`src/rtl/boot_pkg.sv`:
```
// Shared types for the instruction boot loader.
//   boot_state_e : loader FSM states
//   BYTE_CNT_W   : width of the byte-within-word counter
//   word_t       : 32-bit instruction/header/checksum word
package boot_pkg;

  localparam int unsigned BYTE_CNT_W = 2;

  typedef logic [31:0] word_t;

  typedef enum logic [2:0] {
    ST_HDR  = 3'd0,
    ST_LOAD = 3'd1,
    ST_CSUM = 3'd2,
    ST_DONE = 3'd3,
    ST_ERR  = 3'd4
  } boot_state_e;

endpackage

```
`src/rtl/boot_word_packer.sv`:
```
// Assembles big-endian 32-bit words from an accepted byte stream.
// Ports:
//   clk_i, rst_i  : clock, async active-high reset (drops any partial word)
//   data_i        : stream byte
//   accept_i      : byte transfer happens on this edge
//   word_valid_c  : combinational, high while the 4th byte of a word is accepted
//   word_c        : combinational, the assembled word (valid with word_valid_c)
module boot_word_packer
  import boot_pkg::*;
(
  input  logic       clk_i,
  input  logic       rst_i,
  input  logic [7:0] data_i,
  input  logic       accept_i,
  output logic       word_valid_c,
  output word_t      word_c
);

  logic [23:0]           shift_q;
  logic [BYTE_CNT_W-1:0] cnt_q;

  // First byte of a word ends up in the top byte.
  always_ff @(posedge clk_i or posedge rst_i) begin
    if (rst_i) begin
      shift_q <= '0;
      cnt_q   <= '0;
    end else if (accept_i) begin
      shift_q <= {shift_q[15:0], data_i};
      cnt_q   <= cnt_q + BYTE_CNT_W'(1);
    end
  end

  assign word_valid_c = accept_i && (cnt_q == BYTE_CNT_W'(3));
  assign word_c       = {shift_q, data_i};

endmodule

```
`src/rtl/instr_boot_loader.sv`:
```
// Loads a program image from a byte-serial valid/ready stream into the
// instruction memory write port and holds the CPU in reset until done.
// Image: 4-byte word count N, N words, optional 4-byte checksum (big-endian).
// Optional feature macro: BOOT_CHECKSUM_EN (checksum word and CSUM state).
// Ports:
//   clk_i, rst_i          : clock, async active-high reset
//   in_data_i/in_valid_i  : stream byte and its valid
//   in_ready_o            : byte accepted on edges with in_valid_i & in_ready_o
//   im_we_o/im_addr_o/im_data_o : one-cycle IM write strobe, byte address, data
//   cpu_rst_o             : CPU reset, released only in DONE
//   done_o / err_o        : image loaded / load aborted
//   words_o               : words written so far
module instr_boot_loader
  import boot_pkg::*;
#(
  parameter int unsigned MEM_WORDS = 256,
  parameter int unsigned AW        = 32
) (
  input  logic                           clk_i,
  input  logic                           rst_i,
  input  logic [7:0]                     in_data_i,
  input  logic                           in_valid_i,
  output logic                           in_ready_o,
  output logic                           im_we_o,
  output logic [AW-1:0]                  im_addr_o,
  output logic [31:0]                    im_data_o,
  output logic                           cpu_rst_o,
  output logic                           done_o,
  output logic                           err_o,
  output logic [$clog2(MEM_WORDS+1)-1:0] words_o
);

  localparam int unsigned WW = $clog2(MEM_WORDS + 1);
  localparam int unsigned IW = (MEM_WORDS > 1) ? $clog2(MEM_WORDS) : 1;

  boot_state_e   state_q, state_d;
  logic [WW-1:0] n_q, n_d;
  logic [WW-1:0] words_d;
  logic          we_d, ready_d;
  logic [AW-1:0] addr_d;
  word_t         data_d;
  logic          word_valid_c;
  word_t         word_c;
`ifdef BOOT_CHECKSUM_EN
  word_t         sum_q, sum_d;
`endif

  boot_word_packer u_packer (
    .clk_i        (clk_i),
    .rst_i        (rst_i),
    .data_i       (in_data_i),
    .accept_i     (in_valid_i & in_ready_o),
    .word_valid_c (word_valid_c),
    .word_c       (word_c)
  );

  // Next-state and next-output logic.
  always_comb begin
    state_d = state_q;
    n_d     = n_q;
    words_d = words_o;
    we_d    = 1'b0;
    addr_d  = im_addr_o;
    data_d  = im_data_o;
`ifdef BOOT_CHECKSUM_EN
    sum_d   = sum_q;
`endif
    case (state_q)
      ST_HDR: begin
`ifdef BOOT_CHECKSUM_EN
        sum_d = '0;
`endif
        if (word_valid_c) begin
          if (word_c > 32'(MEM_WORDS)) begin
            state_d = ST_ERR;
          end else if (word_c == '0) begin
`ifdef BOOT_CHECKSUM_EN
            state_d = ST_CSUM;
`else
            state_d = ST_DONE;
`endif
          end else begin
            n_d     = WW'(word_c);
            state_d = ST_LOAD;
          end
        end
      end
      ST_LOAD: begin
        if (word_valid_c) begin
          we_d    = 1'b1;
          addr_d  = AW'({words_o[IW-1:0], 2'b00});
          data_d  = word_c;
          words_d = words_o + WW'(1);
`ifdef BOOT_CHECKSUM_EN
          sum_d   = sum_q + word_c;
          if (words_d == n_q) state_d = ST_CSUM;
`endif
        end
`ifndef BOOT_CHECKSUM_EN
        // One idle cycle after the last strobe so the write commits before release.
        else if (words_o == n_q) begin
          state_d = ST_DONE;
        end
`endif
      end
`ifdef BOOT_CHECKSUM_EN
      ST_CSUM: begin
        if (word_valid_c) state_d = (word_c == sum_q) ? ST_DONE : ST_ERR;
      end
`endif
      default: ;
    endcase

    // Stop accepting once the last word is in, even while LOAD waits to release.
    ready_d = (state_d == ST_HDR) || (state_d == ST_CSUM) ||
              ((state_d == ST_LOAD) && (words_d != n_d));
  end

  // State and registered outputs.
  always_ff @(posedge clk_i or posedge rst_i) begin
    if (rst_i) begin
      state_q    <= ST_HDR;
      n_q        <= '0;
      words_o    <= '0;
      in_ready_o <= 1'b0;
      im_we_o    <= 1'b0;
      im_addr_o  <= '0;
      im_data_o  <= '0;
      cpu_rst_o  <= 1'b1;
      done_o     <= 1'b0;
      err_o      <= 1'b0;
    end else begin
      state_q    <= state_d;
      n_q        <= n_d;
      words_o    <= words_d;
      in_ready_o <= ready_d;
      im_we_o    <= we_d;
      im_addr_o  <= addr_d;
      im_data_o  <= data_d;
      cpu_rst_o  <= (state_d != ST_DONE);
      done_o     <= (state_d == ST_DONE);
      err_o      <= (state_d == ST_ERR);
    end
  end

`ifdef BOOT_CHECKSUM_EN
  always_ff @(posedge clk_i or posedge rst_i) begin
    if (rst_i) sum_q <= '0;
    else       sum_q <= sum_d;
  end
`endif

endmodule

```
`config.mk`:
```
export PLATFORM = sky130hd
export DESIGN_NAME = instr_boot_loader
export DESIGN_NICKNAME = d
export VERILOG_FILES = /design/src/rtl/boot_pkg.sv /design/src/rtl/boot_word_packer.sv /design/src/rtl/instr_boot_loader.sv
export SDC_FILE = /design/constraint.sdc
export NUM_CORES = 1
export LEC_CHECK = 0
export BUFFER_PORTS_ARGS = -buffer_cell sky130_fd_sc_hd__buf_2
export CAP_MARGIN = 20
export CORE_ASPECT_RATIO = 0.5
export CORE_MARGIN = 2
export CORE_UTILIZATION = 45
export CTS_CLUSTER_DIAMETER = 100
export DETAILED_ROUTE_END_ITERATION = 10
export MAX_ROUTING_LAYER = met4
export PLACE_DENSITY = 0.74
export REMOVE_ABC_BUFFERS = 1
export SLEW_MARGIN = 30
export SYNTH_ARGS = -nofsm -noshare
export SYNTH_HDL_FRONTEND = slang
export SYNTH_SLANG_ARGS = --single-unit
```
`constraint.sdc`:
```
create_clock -name clk_i -period 7.2 [get_ports clk_i]
set_input_delay 1.08 -clock clk_i [delete_from_list [all_inputs] [get_ports clk_i]]
set_output_delay 1.08 -clock clk_i [all_outputs]
set_load 0.01 [all_outputs]
```
* Yosys cells after proc, flatten, opt, wreduce, memory -nomap -nowiden
Index checks and enable logic that the tools add are counted.
** Storage, ports and cells
- Input port bits :: 11
- Bits in registers :: 92
** Operators by class
- Mux-type cells :: 14
- Reductions and logical operators :: 8
- Add/sub/neg operators :: 2
- $lt $le $gt $ge :: 1
- Bitwise gates (word level) :: 1
- Equal/unequal tests :: 9
** Operator list (number)
- two-way mux 9 bit :: 6
- greater-than comparator 32 x 9 -> 1 bit (second input constant) :: 1
- zero test 32 bit :: 1
- two-way mux 3 bit :: 4
- adder 9 x 1 -> 9 bit (second input constant) :: 1
- equality test 9 bit :: 1
- inequality test 9 bit :: 1
- equality test 3 x 1 -> 1 bit (second input constant) :: 2
- equality test 3 x 2 -> 1 bit (second input constant) :: 2
- zero test 3 bit :: 2
- one-hot mux 3 bit (2 select lines) :: 1
- equality test 3 bit (second input constant) :: 1
- inequality test 3 x 2 -> 1 bit (second input constant) :: 1
- adder 2 x 1 -> 2 bit (second input constant) :: 1
- equality test 2 bit (second input constant) :: 1
- logical AND 1 bit :: 2
- logical OR 1 bit :: 2
- two-way mux 1 bit :: 2
- two-way mux 2 bit :: 1
- AND reduction 2 bit :: 1
- bitwise AND 1 bit :: 1

* Longest topological paths before layout
- Depth in word-level cells :: 8
- Depth in mapped cells :: 9
- Gate-level depth less buffers :: 8

* Modules after synthesis
A second synthesis with hierarchy kept.
** Second synthesis, totals
- Cells, all modules :: 421
- Area total of the unflattened synthesis :: 4500.6 sq um
** Modules (own cells, without submodules)
- instr_boot_loader :: times used 1, seq. area each 1652.8 sq um, area an instance 3358.2 sq um, cells each 355
- boot_word_packer :: times used 1, seq. area each 650.6 sq um, area an instance 1142.3 sq um, cells each 66

* Worst setup path after synthesis
Ideal clock, no wire load.
- Kind :: input port to flip-flop
- Start point :: input port in_data_i[4]
- End point :: register in_ready_o
- Setup time :: 0.138 ns
- Setup slack :: 4.354 ns
- Path buffers :: 0
- Data required time :: 7.062 ns
- Stages :: 7
- Arrival :: 2.708 ns
- Path through :: or4_4 nor3_4 o41ai_1 and3_2 nor4_1 and4b_1 a41oi_2
** Between the ends
- Longest elaborated chain between the ends :: 8
- Elaborated cells between the ends (all ways) :: 17
- Classes of those cells :: order compare: 1; eq/ne: 3; mux: 8; reduce/logical: 5
** RTL lines
- from (decl) :: line instr_boot_loader.sv:21 : input logic [7:0] in_data_i,
- branches (longest 7 deep; another with greater-than comparator 32 x 9 -> 1 bit)
- logical OR 1 bit (*) :: line instr_boot_loader.sv:115 : ready_d = (state_d == ST_HDR) || (state_d == ST_CSUM) ||
- named net ready_d :: line instr_boot_loader.sv:39 : logic we_d, ready_d;
- to (signal assigned) :: line instr_boot_loader.sv:136 : in_ready_o <= ready_d;
- to (decl) :: line instr_boot_loader.sv:23 : output logic in_ready_o,
Mark *: on every way through the listed nets, which the timed path passes.
A chain may end at the register's enable or synchronous reset.

* Final worst setup path
Same ends and word-level chain as after synthesis.

==> results.md <==
- First-pass GRT wire length: 13.5 mm
- Nets@finish: 403
- Via count: 2724
- Final Hold Slack: 0.482 ns
- ANT nets after route: 0
- Port bufs: 64
- Post-cts hold buffer count: 0
- Die width: 142 um
- Max Cap Viol: 0
- Initial antenna violation count: 0
- CTS tree: done
- PD cells: 284 nW/um^2
- Worst VDD drop: 0.107 mV
- Number of gates resized after cts: 0
- Arr. time, crit path: 3.19 ns
- Synth top area cells: dfrtp_1 (53%), mux2_2 (17%), buf_4 (4.4%)
- Kind of end point of the critical path: flop
- Half-perimeter wire length after placement: 5.93 mm
- Die height: 72.9 um
- Normalized max-slew margin: 56.6%
- Ratio of final minimum period to clock period: 41.4%
- FP Rows: 25
- EDFF count, synth: 0
- Crit path max fanout: 5
- Run status: finished clean
- Clk_skew: 0.00823 ns
- Most instantiated cells after synthesis: dfrtp_1 (91), mux2_2 (65), buf_4 (25)
- Remaining Overflow, GRT: 0
- Post-Layout Cell Count: 516
- Post-synthesis area per instance: 13.1 sq um
- Critical path origin: in_data_i[4]
- Synthesized cell area: 4270 sq um
- Wire length per cell: 16.3 um
- CP Cell Sequence: buf_2 -> nor4_2 -> a21boi_2 -> o41ai_1 -> a21oi_1 -> nor4_1 -> and4b_1 -> a41oi_2
- Worst Setup Start Kind: input pin
- Initial Util: 45.8%
- Worst hold path class: reg -> reg
- I/O pin count: 89
- Dpl cell area: 4610 sq um
- DRT iter0 DRCs: 175
- CTS clk-pin slew, worst paths: 0.06 ns
- HP Start: im_addr_o[5]$_DFFE_PP0P_
- Clock sink total: 92
- R2r worst-path depth: 7
- Post-CTS Setup Bufs: 0
- Dominant cell type by area after synthesis: dfrtp_1
- Seq cells post-synth: 92
- Antenna diodes: 0
- CTS buffer count: 9
- FFs w/ async S/R, synth: 100%
- RR Endpoint: in_ready_o$_DFF_PP0_
- LEAKAGE: 0.00253 uW
- Pwr Total: 1400 uW
- Pin count of the biggest net entering global routing: 74
- Total negative slack: 0 ns
- Top-area cell type share of the netlist area: 53.3%
- Drt drc: 0
- FMAX: 336 MHz
- CTS H-tree depth: 3
- Predominant post-synthesis flop cell: dfrtp_1
- Iteration count of the initial detailed-routing pass: 4
- FF-to-FF Start: u_packer.shift_q[20]$_DFFE_PP0P_
- RSZ-0062 raised after global routing: false
- Post-Synthesis Cells: 326
- Worst Hold End: im_addr_o[5]$_DFFE_PP0P_
- Flop2flop setup slack: 4.55 ns
- CP required: 7.42 ns
- Yosys warning total: 0
- Most common cell in the synthesized netlist: dfrtp_1
- Cells after DPL: 500
- GRT Overall Usage: 17.7%
- Hold depth: 2
- CP max stage delay: 0.51 ns
- CP max stage cell: o41ai_1
- Worst skew pair latency: 0.34 ns
- Final hold vios: 0
- Final WL: 8.41 mm
- Critical path class: in -> reg
- Vias/cell: 5.28
- Syn-to-layout area delta: 15.4%
- Root buf cell: clkbuf_16
- Design Area, Final: 4930 sq um
- Worst-Margin Slew: 0.651 ns
- Synth cell types: 44
- Min Tclk post-route: 2.98 ns
- Core outline area: 9320 sq um
- Max Buffers Root-to-Sink: 2
- Die area: 10300 sq um
- Sequential fraction of the synthesis area: 53.9%
- Setup violators final: 0
- Pins over their slew limit: 0
- RePlAce Congestion: 0.853
- Layout cells sized above 1: 43.0%
- Vias in the first global route: 2551
## through the flow
stage               util (%)  setup WS [ns]
finish                  52.9           4.22
global route            52.9           4.04
CTS                     52.8           3.96
detailed placement      49.5           3.58
global placement        49.5           3.65
floorplan                  -           3.73
## registers in the layout, indices dropped and copies added (netlist names)
register and cells:
done_o 1, words_o 9, im_we_o 1, cpu_rst_o 1, in_ready_o 1, u_packer.shift_q 24, im_data_o 32, u_packer.cnt_q 2
im_addr_o 8, err_o 1, state_q 3, n_q 9
## area by class of cell
type                    count  area, sq um
repair buffers             65          332
well taps                 121          151
multi-input cells         215         1810
clock buffers              11          243
clock inverters             5         60.1
inverters                   7         27.5
flip-flops and latches     92         2300
fillers                   795         4390
## where the power goes
part | internal (uW) | switching, uW
clock network | 280 | 194
registers | 600 | 117
logic | 112 | 97.9
## layer usage
layer	vias up	GRT usage, %	share of wire (%)	routed length (um)
li1	1272	-	-	-
met1	1369	23.4	48	4040
met2	73	26.6	46	3860
met3	10	4.86	4.8	404
met4	0	6.22	1.2	101
met5	-	-	0	0
## cells by family (layout without fill, tap and decap cells)
logic type / count (synthesis) / count (layout) / share of synthesized area, %
flip-flops: 92 / 92 / 53.9
AND/OR/NAND/NOR: 72 / 72 / 12.2
multiplexers: 66 / 66 / 17.4
buffers and inverters: 42 / 88 / 6.01
AO/OA/AOI/OAI: 30 / 30 / 5.48
XOR/XNOR: 21 / 21 / 4.31
adder cells (fa/ha/maj): 2 / 2 / 0.586
other: 1 / 24 / 0.0878
## cells in the final DEF, fill, tap and decap left out, types with 8 or more instances in the layout
master     count
dfrtp_1       91
mux2_2        65
buf_2         64
conb_1        24
nand2_1       14
xor2_1        12
xnor2_1        9
clkbuf_16      9
nor3_1         8
## how the worst max path moves through the flow
stage / to / cells after the start
2_1_floorplan: done_o$_DFF_PP0_ / 1
3_5_place_dp: in_ready_o$_DFF_PP0_ / 8
5_1_grt: in_ready_o$_DFF_PP0_ / 8
6_report: in_ready_o$_DFF_PP0_ / 8
4_1_cts: in_ready_o$_DFF_PP0_ / 8
3_3_place_gp: in_ready_o$_DFF_PP0_ / 8
## critical path, delay by kind of cell
kind	cells	cell delay (ns)
buffers and inverters	1	0.14
AO/OA/AOI/OAI	4	0.93
AND/OR/NAND/NOR	3	1.04
Power figures use the tool's default switching activity.
